[src/rtl/adc_avg_decimator_if.sv]
`default_nettype none
// ============================================================================
// Module      : adc_avg_decimator_if
// Description : Sample-in / result-out bundle for the ADC averaging
//               decimator.
//               master : ADC and back-end side (drives en, din, din_valid,
//                        dout_ready; observes results and status)
//               slave  : decimator side
//               Signals: en, din[BITS], din_valid, dout[BITS], dout_valid,
//                        dout_ready, overrun, sample_cnt[LOG2_N+1]
// Revision    : 1.0 - initial release
// ============================================================================
interface adc_avg_decimator_if #(
    parameter int BITS   = 4,
    parameter int LOG2_N = 2
);
    logic              en;
    logic [BITS-1:0]   din;
    logic              din_valid;
    logic [BITS-1:0]   dout;
    logic              dout_valid;
    logic              dout_ready;
    logic              overrun;
    logic [LOG2_N:0]   sample_cnt;

    modport master (
        output en, din, din_valid, dout_ready,
        input  dout, dout_valid, overrun, sample_cnt
    );

    modport slave (
        input  en, din, din_valid, dout_ready,
        output dout, dout_valid, overrun, sample_cnt
    );
endinterface
`default_nettype wire

[src/rtl/adc_avg_decimator.sv]
`default_nettype none
// ============================================================================
// Module      : adc_avg_decimator
// Description : Averages 2^LOG2_N consecutive ADC codes (round half up) and
//               presents one code per block over a valid/ready handshake.
//               A sticky overrun flag records a result overwritten before
//               the consumer took it.
//               Ports: clk        - system clock (rising edge)
//                      rst        - synchronous active-high reset
//                      bus.slave  - en, din, din_valid, dout_ready in;
//                                   dout, dout_valid, overrun, sample_cnt out
// Revision    : 1.0 - initial release
// ============================================================================
module adc_avg_decimator #(
    parameter int BITS   = 4,
    parameter int LOG2_N = 2
) (
    input  logic                 clk,
    input  logic                 rst,
    adc_avg_decimator_if.slave   bus
);

    // Accumulator sized for N full-scale codes, so it never wraps.
    localparam int c_acc_w = BITS + LOG2_N;
    localparam logic [LOG2_N:0]    c_last = (LOG2_N+1)'((1 << LOG2_N) - 1);
    // Half an LSB of the shifted result; zero for pass-through.
    localparam logic [c_acc_w-1:0] c_half = c_acc_w'((1 << LOG2_N) >> 1);

    typedef enum logic [0:0] {
        ST_IDLE = 1'b0,
        ST_ACC  = 1'b1
    } state_t;

    state_t              r_state;
    state_t              w_state_nxt;
    logic                w_take;
    logic                w_last;
    logic                w_clear;
    logic [c_acc_w-1:0]  r_acc;
    logic [LOG2_N:0]     r_cnt;
    logic [BITS-1:0]     r_dout;
    logic                r_dout_valid;
    logic                r_overrun;
    logic [c_acc_w-1:0]  w_sum;
    logic [c_acc_w-1:0]  w_rnd;

    always_ff @(posedge clk) begin
        if (rst) begin
            r_state <= ST_IDLE;
        end else begin
            r_state <= w_state_nxt;
        end
    end

    // The first sample is taken in the same cycle en is seen in IDLE, so
    // sample acceptance is identical in both states; the state only tracks
    // whether a block is open.
    always_comb begin
        w_state_nxt = r_state;
        w_take      = 1'b0;
        w_last      = 1'b0;
        w_clear     = 1'b0;
        case (r_state)
            ST_IDLE: begin
                w_clear = !bus.en;
                if (bus.en) begin
                    w_state_nxt = ST_ACC;
                    w_take      = bus.din_valid;
                end
            end
            ST_ACC: begin
                if (bus.en) begin
                    w_take = bus.din_valid;
                end else begin
                    w_clear     = 1'b1;
                    w_state_nxt = ST_IDLE;
                end
            end
            default: begin
                w_clear     = 1'b1;
                w_state_nxt = ST_IDLE;
            end
        endcase
        w_last = w_take && (r_cnt == c_last);
    end

    // din only reaches the accumulator through w_take, so an undefined code
    // on an invalid cycle cannot leak into r_acc.
    assign w_sum = r_acc + c_acc_w'(bus.din);
    assign w_rnd = w_sum + c_half;

    always_ff @(posedge clk) begin
        if (rst) begin
            r_acc        <= '0;
            r_cnt        <= '0;
            r_dout       <= '0;
            r_dout_valid <= 1'b0;
            r_overrun    <= 1'b0;
        end else begin
            if (w_clear || w_last) begin
                r_acc <= '0;
                r_cnt <= '0;
            end else if (w_take) begin
                r_acc <= w_sum;
                r_cnt <= r_cnt + (LOG2_N+1)'(1);
            end

            // A completion wins over a same-edge take: dout_valid stays set
            // with the new code. Overrun only if the old code was not taken.
            if (w_last) begin
                r_dout       <= BITS'(w_rnd >> LOG2_N);
                r_dout_valid <= 1'b1;
                if (r_dout_valid && !bus.dout_ready) begin
                    r_overrun <= 1'b1;
                end
            end else if (r_dout_valid && bus.dout_ready) begin
                r_dout_valid <= 1'b0;
            end
        end
    end

    assign bus.dout       = r_dout;
    assign bus.dout_valid = r_dout_valid;
    assign bus.overrun    = r_overrun;
    assign bus.sample_cnt = r_cnt;

endmodule
`default_nettype wire

[src/flat_wrapper.sv]
// flat-port wrapper written by rule: the top's interface ports become plain ports
module adc_avg_decimator_flat 
#(
    parameter int BITS   = 4,
    parameter int LOG2_N = 2
)
  (clk, rst, bus_en, bus_din, bus_din_valid, bus_dout_ready, bus_dout, bus_dout_valid, bus_overrun, bus_sample_cnt);
  adc_avg_decimator_if #(.BITS(BITS), .LOG2_N(LOG2_N)) bus_i ();
  input  logic clk;
  input  logic rst;
  input wire logic [$bits(bus_i.en)-1:0] bus_en;
  input wire logic [$bits(bus_i.din)-1:0] bus_din;
  input wire logic [$bits(bus_i.din_valid)-1:0] bus_din_valid;
  input wire logic [$bits(bus_i.dout_ready)-1:0] bus_dout_ready;
  output wire logic [$bits(bus_i.dout)-1:0] bus_dout;
  output wire logic [$bits(bus_i.dout_valid)-1:0] bus_dout_valid;
  output wire logic [$bits(bus_i.overrun)-1:0] bus_overrun;
  output wire logic [$bits(bus_i.sample_cnt)-1:0] bus_sample_cnt;
  assign bus_i.en = bus_en;
  assign bus_i.din = bus_din;
  assign bus_i.din_valid = bus_din_valid;
  assign bus_i.dout_ready = bus_dout_ready;
  assign bus_dout = bus_i.dout;
  assign bus_dout_valid = bus_i.dout_valid;
  assign bus_overrun = bus_i.overrun;
  assign bus_sample_cnt = bus_i.sample_cnt;
  adc_avg_decimator #(.BITS(BITS), .LOG2_N(LOG2_N)) u_core (.clk(clk), .rst(rst), .bus(bus_i));
endmodule
[config.mk]
export PLATFORM = sky130hd
export DESIGN_NAME = adc_avg_decimator_flat
export DESIGN_NICKNAME = d
export VERILOG_FILES = /design/src/rtl/adc_avg_decimator_if.sv /design/src/rtl/adc_avg_decimator.sv /design/src/flat_wrapper.sv
export SDC_FILE = /design/constraint.sdc
export NUM_CORES = 1
export LEC_CHECK = 0
export ABC_AREA = 1
export BUFFER_PORTS_ARGS = -buffer_cell sky130_fd_sc_hd__buf_2
export CORE_MARGIN = 1
export CORE_UTILIZATION = 40
export DETAILED_ROUTE_END_ITERATION = 8
export GPL_TIMING_DRIVEN = 0
export PLACE_DENSITY = 0.7
export RECOVER_POWER = 50
export SLEW_MARGIN = 20
export SYNTH_ARGS = -nofsm -noshare
export SYNTH_HDL_FRONTEND = slang
export SYNTH_SLANG_ARGS = --single-unit
[constraint.sdc]
create_clock -name clk -period 2.37 [get_ports clk]
set_input_delay 0.237 -clock clk [delete_from_list [all_inputs] [get_ports clk]]
set_output_delay 0.237 -clock clk [all_outputs]
set_load 0.02 [all_outputs]
## After elaboration in Yosys (flattened, before gate mapping)

Index checks and enable logic that the tools add are counted.

- Register bits: 16
- Output and inout bits: 9
- Input bits: 9

- Add/sub/neg operators: 3
- Equal/unequal tests: 1
- Bitwise logic cells: 1
- Multiplexer cells: 6
- Reductions and logical operators: 9

Operator list:

| operator | number |
|---|---|
| 6-bit by 2-bit adder with 6-bit output (second input constant) | 1 |
| 6-bit by 4-bit adder with 6-bit output | 1 |
| 1-bit two-way mux | 5 |
| 3-bit by 1-bit adder with 3-bit output (second input constant) | 1 |
| 3-bit by 2-bit equality test with 1-bit output (second input constant) | 1 |
| 1-bit logical AND | 3 |
| 1-bit logical NOT | 2 |
| 1-bit one-hot mux with 2 select lines | 1 |
| 2-bit AND reduction | 1 |
| 2-bit nonzero test | 1 |
| 2-bit OR reduction | 1 |
| 1-bit logical OR | 1 |
| 1-bit NOT | 1 |

## Depth between registers and ports, before layout

- Depth in word-level cells: 4
- Depth in mapped cells: 12

## Worst setup path after synthesis

Ideal clock, no wire load.

- Path kind: register -> register
- Start point: register u_core.r_acc[0]
- End point: register u_core.r_dout[3] (netlist: u_core.bus.dout[3])
- Period minus slack after synthesis: 1.752 ns
- Path slack: 0.618 ns
- Data arrival time: 1.696 ns
- Data required time: 2.314 ns
- Library setup time: 0.056 ns
- Buffers on the path: 0
- Cell stages (with the launch flop): 11
- Cell sequence: dfxtp_1 -> ha_1 -> fa_1 -> xor2_1 -> ha_1 -> nand3_1 -> nor2_1 -> nand2_1 -> nand3_1 -> nand2_1 -> inv_1

- Word-level cells in the longest chain between the ends: 2

RTL lines:

| element | line | RTL |
|---|---|---|
| start: declaration | adc_avg_decimator.sv:39 | `logic [c_acc_w-1:0] r_acc;` |
| start signal: assignment | adc_avg_decimator.sv:104 | `r_acc <= w_sum;` |
| 6-bit by 4-bit adder with 6-bit output | adc_avg_decimator.sv:89 | `assign w_sum = r_acc + c_acc_w'(bus.din);` |
| via u_core.w_sum[2] | adc_avg_decimator.sv:44 | `logic [c_acc_w-1:0] w_sum;` |
| 6-bit by 2-bit adder with 6-bit output | adc_avg_decimator.sv:90 | `assign w_rnd = w_sum + c_half;` |
| end signal: assignment | adc_avg_decimator.sv:111 | `r_dout <= BITS'(w_rnd >> LOG2_N);` |
| end: declaration | adc_avg_decimator.sv:41 | `logic [BITS-1:0] r_dout;` |

The timed path passes the listed nets, and every way through them passes these cells.
A chain may end at the register's enable or synchronous reset.

## Final worst setup path

Ends and elaborated chain as after synthesis.

==> PnR_summary.wiki <==
{| class="wikitable"
! Metric !! Value
|-
| Register-to-register setup slack || 0.37 ns
|-
| Final Hold Vio Count || 0
|-
| Maximum net fanout on the critical path || 4
|-
| Most common cell in the synthesized netlist || nand2_1
|-
| Highest attainable clock frequency || 0.500 GHz
|-
| Mean number of vias per cell || 4.87
|-
| Clock tree from TritonCTS || done
|-
| Post-route DRC violation count || 0
|-
| Post-Route Skew || 0.00409 ns
|-
| Grt peak-use layer || met2
|-
| Synth Area per Inst || 6.74 sq um
|-
| Fraction of met1 tracks used by global routing || 0.231
|-
| Critical R2R Launch || u_core.r_acc[0]
|-
| Buffers added on ports || 17
|-
| Part of the cycle the worst path needs || 0.844
|-
| Cell type with the highest aggregate area in the netlist || dfxtp_1
|-
| Kind of path behind the tightest hold check || primary input to flop
|-
| Placement row count || 16
|-
| Number of antenna violations at the first check in global routing || 0
|-
| Number of cells traversed by the worst hold path || 2
|-
| Core area || 0.00202 sq mm
|-
| Residual overflow from global routing || 0
|-
| Number of synthesized flops with an enable pin || 0
|-
| Layout-stage area growth over the synthesis result || 15.3%
|-
| Via count of the first global-routing pass || 775
|-
| Count of cells along the worst register-to-register path || 10
|-
| Starting density of the core || 0.437
|-
| Placed Instance Area || 0.00100 sq mm
|-
| Met3 layer usage reported by global route || 0.0280
|-
| Portion of the post-synthesis area used by sequential elements || 0.340
|-
| Depth of the CTS H-tree || 1
|-
| Crit path largest cell delay || 0.42 ns
|-
| Hold buffer count at CTS || 0
|-
| Netlist cell types || 17
|-
| Die ar. || 0.00240 sq mm
|-
| Slew at the pin closest to its max-slew limit || 0.400 ns
|-
| Die H || 49.0 microns
|-
| Status || finished, final reports clean
|-
| Worst Hold End || u_core.bus.dout[0]
|-
| First-pass GRT wire length || 3190 microns
|-
| Number of buffers inserted during clock tree synthesis || 3
|-
| LEAKAGE || 0.511 nW
|-
| Estimated wirelength of the detail-placed design || 1420 microns
|-
| Bufs and invs on worst path || 1
|-
| Post-synthesis sequential element count || 15
|-
| RSZ-0062 raised after global routing || no
|-
| Global-route track usage on met2 || 0.264
|-
| Root buffer cell || clkbuf_4
|-
| Yosys warns || 0
|-
| Startpoint Class || flop
|-
| Count of routing violations after the opening detailed-route iteration || 13
|-
| Minimum clock period || 2.00 ns
|-
| Dominant synthesized flop cell || dfxtp_1
|-
| Clock input transition at the sequential cells of the worst setup and hold paths || 0.09 ns
|-
| Average wire length per cell after detail routing || 9.74 microns
|-
| Syn Std Cell Area || 883 sq um
|-
| Top-level port count || 18
|-
| Ordered list of cells on the worst path || ha_1 > fa_1 > xor2_1 > ha_1 > nand3_1 > nor2_1 > nand2_1 > nand3_1 > nand2_1 > inv_1
|-
| Cell with the biggest individual delay on the critical path || fa_1
|-
| Ys async rst share || 0
|-
| WS Path Type || flop to flop
|-
| Pre-CTS setup slack || 0.320 ns
|-
| Fraction of layout instances using a drive strength above 1 || 0.0855
|-
| Cell area after layout || 0.00102 sq mm
|-
| Signal arrival time at the worst endpoint || 2.23 ns
|-
| Largest net degree at the start of global routing || 11
|-
| Routability congestion estimate from global placement || 0.802
|-
| Remaining antenna violation count || 0
|-
| CP Capture Type || flop
|-
| Overall fraction of global-route tracks in use || 0.168
|-
| Net Count, Synth || 148
|-
| Number of cells upsized or downsized after cts || 0
|-
| Post-synthesis instance total || 131
|-
| Largest vdd supply drop || 0.000366 V
|-
| Setup WS post-layout || 0.370 ns
|-
| Synth top area cells || dfxtp_1 34%, nand2_1 18%, ha_1 9.9%
|-
| Worst slew margin || 0.734
|-
| WHS || 0.171 ns
|-
| Power per cell area || 459 mW/mm^2
|-
| Setup fix buffers added after clock tree synthesis || 0
|-
| Die W || 49.0 microns
|-
| Number of inserted diodes || 0
|-
| Routed vias || 872
|-
| NumNets Final || 170
|-
| Launch instance of the worst min-delay path || rst
|-
| Accumulated negative setup slack || 0 ns
|-
| Post-Route WL || 1740 microns
|-
| Non-filler cells in the finished layout || 179
|-
| Family with the most delay on the worst path || adder cells
|-
| Worst endpoint required time || 2.60 ns
|-
| Finish-stage setup viols || 0
|-
| Max-slew violation total from the final report || 0
|-
| Critical R2R Capture || u_core.bus.dout[3]
|-
| TritonCTS Sinks || 15
|-
| Maximum clock insertion buffer count || 2
|-
| Max-cap viol count || 0
|-
| Synth top cells by count || 43 x nand2_1, 19 x inv_1, 15 x dfxtp_1, 13 x nand3_1, 10 x a21oi_1
|-
| First-pass DRT Iterations || 4
|-
| Clock insertion delay at the later pin of the skew report || 0.28 ns
|-
| # placed instances || 175
|-
| Area share of the leading cell type in the synthesized netlist || 0.340
|}
==> kinds of logic (layout without fill, tap and decap cells) <==
kind of cell / Yosys count / after routing / share of synthesized area
AO/OA/AOI/OAI: 18 / 18 / 0.112
AND/OR/NAND/NOR: 68 / 68 / 0.322
flip-flops: 15 / 15 / 0.340
adder cells (fa/ha/maj): 8 / 8 / 0.122
XOR/XNOR: 2 / 2 / 0.0198
buffers and inverters: 20 / 41 / 0.0850
==> layout make-up <==
class / count / area (sq um)
multi-input cells: 96 / 508
well taps: 27 / 33.8
flip-flops and latches: 15 / 300
plain buffers: 1 / 3.75
fillers: 240 / 1000
clock buffers: 3 / 22.5
clock inverters: 1 / 5.00
inverters: 19 / 71.3
repair buffers: 17 / 73.8
==> worst max path at each step <==
stage,from,end,cells past startpoint
2_1_floorplan,u_core.r_acc[0],u_core.bus.dout[3],10
3_3_place_gp,bus_din[0],u_core.bus.dout[3],11
3_5_place_dp,bus_din[0],u_core.bus.dout[3],11
4_1_cts,u_core.r_acc[0],u_core.bus.dout[3],10
5_1_grt,u_core.r_acc[0],u_core.bus.dout[3],10
6_report,u_core.r_acc[0],u_core.bus.dout[3],10
==> flip-flops by register name, summed over array words and instances, names as in the netlist <==
register and cells:
u_core.bus.dout_valid 1, u_core.r_acc 6, u_core.bus.sample_cnt 3, u_core.bus.dout 4
u_core.bus.overrun 1
==> routing by layer <==
metal / wire (microns) / part of all wire
met2: 777 / 0.45
met5: 0 / 0
met4: 10 / 0.0057
met1: 879 / 0.50
met3: 77 / 0.044
==> cells in the final DEF (no fill, tap or decap), types with 7 or more instances in the layout <==
cell type  instances
dfxtp_1           15
a21oi_1           10
nand2_1           43
buf_2              8
ha_1               7
nor2_1             7
nand3_1           13
clkbuf_1          10
inv_1             19
==> worst register-to-register path, stage by stage, from the launching register on <==
cell	delay, ns
dfxtp_1	0.32
ha_1	0.23
fa_1	0.42
xor2_1	0.33
ha_1	0.28
nand3_1	0.09
nor2_1	0.09
nand2_1	0.05
nand3_1	0.06
nand2_1	0.05
inv_1	0.04
==> metrics by stage <==
step | total power [mW] | utilization
4_1_cts | 0.470 | 0.509
2_1_floorplan | 0.310 | -
3_3_place_gp | 0.329 | 0.496
3_5_place_dp | 0.331 | 0.496
6_report | 0.467 | 0.504
5_1_grt | 0.494 | 0.504
==> power by group <==
part	leakage (nW)	total [mW]	internal [mW]	switching (mW)
registers	0.121	0.258	0.255	0.00288
clock network	0.0177	0.142	0.0625	0.0799
logic	0.372	0.0666	0.0248	0.0417
total	0.511	0.467	0.343	0.124
Power figures use the tool's default switching activity.
